<file path="src/rtl/serial_adder.sv">
// rtl/serial_adder.sv - bit-serial adder, one full-adder cell plus carry flop, LSB first.
// Optional subtract mode (a - b, two's complement) enabled by defining SERIAL_ADDER_SUB_EN.
module serial_adder #(
  parameter int WIDTH = 8
) (
  input  logic             clk,
  input  logic             rst_n,
  input  logic             start,
  input  logic [WIDTH-1:0] a,
  input  logic [WIDTH-1:0] b,
  input  logic             cin,
  input  logic             sub,
  output logic             busy,
  output logic             done,
  output logic [WIDTH-1:0] sum,
  output logic             cout
);

  localparam int CW = $clog2(WIDTH);

  typedef enum logic [1:0] {IDLE, RUN, DONE} state_t;

  state_t           state_q;
  logic [WIDTH-1:0] a_sr_q, b_sr_q, sum_sr_q, sum_sr_d;
  logic [WIDTH-1:0] sum_q;
  logic [CW-1:0]    cnt_q;
  logic             carry_q, cout_q, busy_q, done_q;
  logic             fa_s, fa_c;
  logic [WIDTH-1:0] load_b;
  logic             load_carry;

  always_comb begin
    fa_s     = a_sr_q[0] ^ b_sr_q[0] ^ carry_q;
    fa_c     = (a_sr_q[0] & b_sr_q[0]) | (a_sr_q[0] & carry_q) | (b_sr_q[0] & carry_q);
    sum_sr_d = {fa_s, sum_sr_q[WIDTH-1:1]};
  end

`ifdef SERIAL_ADDER_SUB_EN
  // Subtract is a + ~b + 1; cin is deliberately dropped in that mode.
  assign load_b     = sub ? ~b : b;
  assign load_carry = sub ? 1'b1 : cin;
`else
  logic unused_sub;
  assign unused_sub = sub;
  assign load_b     = b;
  assign load_carry = cin;
`endif

  always_ff @(posedge clk or negedge rst_n) begin
    if (!rst_n) begin
      state_q  <= IDLE;
      a_sr_q   <= '0;
      b_sr_q   <= '0;
      sum_sr_q <= '0;
      sum_q    <= '0;
      cnt_q    <= '0;
      carry_q  <= 1'b0;
      cout_q   <= 1'b0;
      busy_q   <= 1'b0;
      done_q   <= 1'b0;
    end else begin
      done_q <= 1'b0;
      case (state_q)
        IDLE, DONE: begin
          if (start) begin
            a_sr_q  <= a;
            b_sr_q  <= load_b;
            carry_q <= load_carry;
            cnt_q   <= '0;
            busy_q  <= 1'b1;
            state_q <= RUN;
          end else begin
            busy_q  <= 1'b0;
            state_q <= IDLE;
          end
        end
        RUN: begin
          a_sr_q   <= {1'b0, a_sr_q[WIDTH-1:1]};
          b_sr_q   <= {1'b0, b_sr_q[WIDTH-1:1]};
          carry_q  <= fa_c;
          sum_sr_q <= sum_sr_d;
          cnt_q    <= cnt_q + CW'(1);
          // Result registers only move on the final bit so partial sums never leak out.
          if (cnt_q == CW'(WIDTH - 1)) begin
            sum_q   <= sum_sr_d;
            cout_q  <= fa_c;
            busy_q  <= 1'b0;
            done_q  <= 1'b1;
            state_q <= DONE;
          end
        end
        default: begin
          busy_q  <= 1'b0;
          state_q <= IDLE;
        end
      endcase
    end
  end

  assign busy = busy_q;
  assign done = done_q;
  assign sum  = sum_q;
  assign cout = cout_q;

endmodule

</file>
<file path="config.mk">
export PLATFORM = sky130hd
export DESIGN_NAME = serial_adder
export DESIGN_NICKNAME = d
export VERILOG_FILES = /design/src/rtl/serial_adder.sv
export SDC_FILE = /design/constraint.sdc
export NUM_CORES = 1
export LEC_CHECK = 0
export CORE_ASPECT_RATIO = 0.8
export CORE_MARGIN = 2
export CORE_UTILIZATION = 35
export DETAILED_ROUTE_END_ITERATION = 6
export GPL_ROUTABILITY_DRIVEN = 1
export PLACE_DENSITY = 0.55
export SLEW_MARGIN = 10
export SYNTH_ARGS = -nofsm -noshare
export SYNTH_HDL_FRONTEND = slang
export SYNTH_SLANG_ARGS = --single-unit
</file>
<file path="constraint.sdc">
create_clock -name clk -period 3.7 [get_ports clk]
set_input_delay 0.555 -clock clk [delete_from_list [all_inputs] [get_ports clk]]
set_output_delay 0.555 -clock clk [all_outputs]
set_load 0.005 [all_outputs]
</file>
==> impl_metrics.csv <==
group,metric,value,unit
setup_path,cp-end-kind,"register",
global_route,grt_max_degree,41,
synth,synth_seq_area_share,0.529,
clocking,cts-resized-gates,0,
setup_path,cp_max_fo,39,
synth,syn_nets,176,
clocking,clk_pin_slew,0.08,ns
clocking,cts_sinks,40,
place,gp_congestion,0.668,
global_route,grt_usage,0.126,
synth,synth_warnings,0,
synth,synthCells,152,
clocking,post_cts_buffers,0,
place,dp_hpwl,2.32,mm
outcome,status,"completed",
timing,fmax,463,MHz
layout,n_antenna_cell,0,
routing,drc,0,
routing,met1_length,1.76,mm
routing,vias_per_cell,5.06,
floorplan,die_h,69.7,um
floorplan,coreArea,5090,um2
setup_path,arrival,2.33,ns
routing,drtIter0Drc,115,
timing,tns,0,ns
job,cap_violations,0,
clocking,ctsHtreeMaxLevel,2,
floorplan,rows,23,
layout,layout.cells.most_common_list,"dfrtp_1 (40), clkdlybuf4s50_1 (28), mux2i_1 (17)",
global_route,grt_pass1_wl,6.07,mm
synth,netlist_area,1890,um2
routing,wire_per_inst,14.6,um
global_route,overflow,0,
clocking,tritoncts,"built",
routing,wl_met2,1.63,mm
global_route,grt_pass1_vias,1274,
setup_path,cp.required,3.87,ns
routing,dr_wl_met3,121,um
timing,drv_slew,0,
synth,synth-seq-cells,40,
clocking,max-clock-path-buffers,2,
clocking,numCtsBuffers,5,
place,postPlaceCellArea,2220,um2
layout,final_common_cell,"dfrtp_1",
timing,min_period,2.16,ns
routing,ant_nets,0,
place,numPortBuffers,30,
floorplan,initial_core_util,0.371,
pwr,leakage,0.954,nW
synth,yosys.area.top_type,"dfrtp_1",
routing,vias,1230,
timing,setup_viol,0,
clocking,clock_latency,0.29,ns
routing,firstDrtPassIters,4,
global_route,antenna_found_initial,0,
timing,finalHoldViolCount,0,
floorplan,die_area,6010,um2
layout,layout.area.seq,1000,um2
synth,netlist.area_leader.share,0.529,
pwr,vdd_drop_max,295,uV
layout,nFillCells,469,
clocking,cts-root-buf,"clkbuf_8",
timing,worst_clock_skew,0.00738,ns
timing,worst_slew_pin_slew,0.864,ns
routing,highest_layer,"met4",
routing,wl,3.55,mm
synth,syn_area_per_cell,12.4,um2
setup_path,critPathLaunchType,"register",
synth,ys_types,23,
timing,grt_setup_unrepaired,"no",
timing,period_share,0.584,
layout,multi_input_area,812,um2
layout,fin_nets,204,
layout,syn_to_final_growth,21.9,%
layout,drive_gt1_frac,0.155,
worst_hold_path,min_path_type,"input pin to async pin",
floorplan,die_w,86.2,um
clocking,ctsHoldBuffers,0,
synth,synth_area_leaders,"dfrtp_1 (53%), mux2i_1 (9.0%), mux2_4 (6.4%)",
timing,max_slew_margin,0.424,
floorplan,io_pins,32,
setup_path,crit_type,"register to register",
pwr,powerDensity,785,nW/um2
layout,finish.instance_area,2300,um2
critical path, cell delays in order (launching register included):
cell      delay [ns]
dfrtp_1         0.36
buf_4           0.24
nand2b_1        0.42
or2_1           0.59
mux2_2          0.41
power by group:
| group | internal, W | switching (W) | leakage, nW |
|---|---|---|---|
| Clock | 0.000151 | 0.000148 | 0.0445 |
| Combinational | 0.000433 | 0.000286 | 0.430 |
| Sequential | 0.000648 | 0.000142 | 0.479 |
through the flow:
stage | hold WS, ns | setup WS, ns | std cells | power (W) | util
6_report | 0.378 | 1.54 | 243 | 0.00181 | 0.452
5_1_grt | 0.443 | 1.39 | 243 | 0.00196 | 0.452
4_1_cts | 0.403 | 1.49 | 243 | 0.00184 | 0.453
3_5_place_dp | 0.497 | 1.23 | 235 | 0.00153 | 0.435
3_3_place_gp | 0.489 | 1.28 | 235 | 0.00149 | 0.435
2_1_floorplan | 0.259 | 2.21 | 152 | 0.00128 | -
worst paths after layout:
kind                                     to  cells after the start  startpoint  slack, ns
worst max-delay path                 sum[0]                      4  state_q[0]       1.54
worst min-delay path              b_sr_q[0]                      1       rst_n       0.38
worst max register to register       sum[0]                      4  state_q[0]       1.54
worst min register to register       sum[7]                      1      sum[7]       0.51
max in group asynchronous       sum_sr_q[3]                      1       rst_n       2.79
min in group clk                     sum[7]                      1      sum[7]       0.51
routing by layer:
layer	GRT usage	vias to the layer above
met1	0.169	605
met5	0	-
met3	0.0310	4
met4	0.0469	0
met2	0.198	21
li1	-	600
cells by family after synthesis:
kind of cell	Yosys count	share of synthesized area
multiplexers	35	0.213
adder cells (fa/ha/maj)	3	0.0238
flip-flops	40	0.529
AO/OA/AOI/OAI	37	0.123
buffers and inverters	15	0.0410
AND/OR/NAND/NOR	22	0.0695
layout make-up:
class	count	share of cell area
clock buffer	7	0.0375
sequential	40	0.434
tap	62	0.0337
timing repair buffer	32	0.132
clock inverter	1	0.00326
multi-input combinational	97	0.352
inverter	4	0.00651
state kept, by name, indices dropped and copies added, names as in the netlist, 2 cells and up:
register	count
a_sr_q	8
cnt_q	3
sum	8
state_q	2
sum_sr_q	7
b_sr_q	8
synthesized netlist by cell type:
library cell  count
nor2b_1          15
ha_1              2
buf_2             5
inv_1             4
a211oi_1         15
mux2_1            1
mux2_2            9
buf_4             2
a22o_1            2
buf_1             2
fa_1              1
or2_1             1
mux2_4            8
a21oi_1          15
mux2i_1          17
nand3_1           3
o21ai_0           4
nor2_1            1
o31ai_1           1
clkbuf_1          1
dfrtp_1          40
buf_6             1
nand2b_1          2
Note: power is estimated with default switching activity, not from simulation.
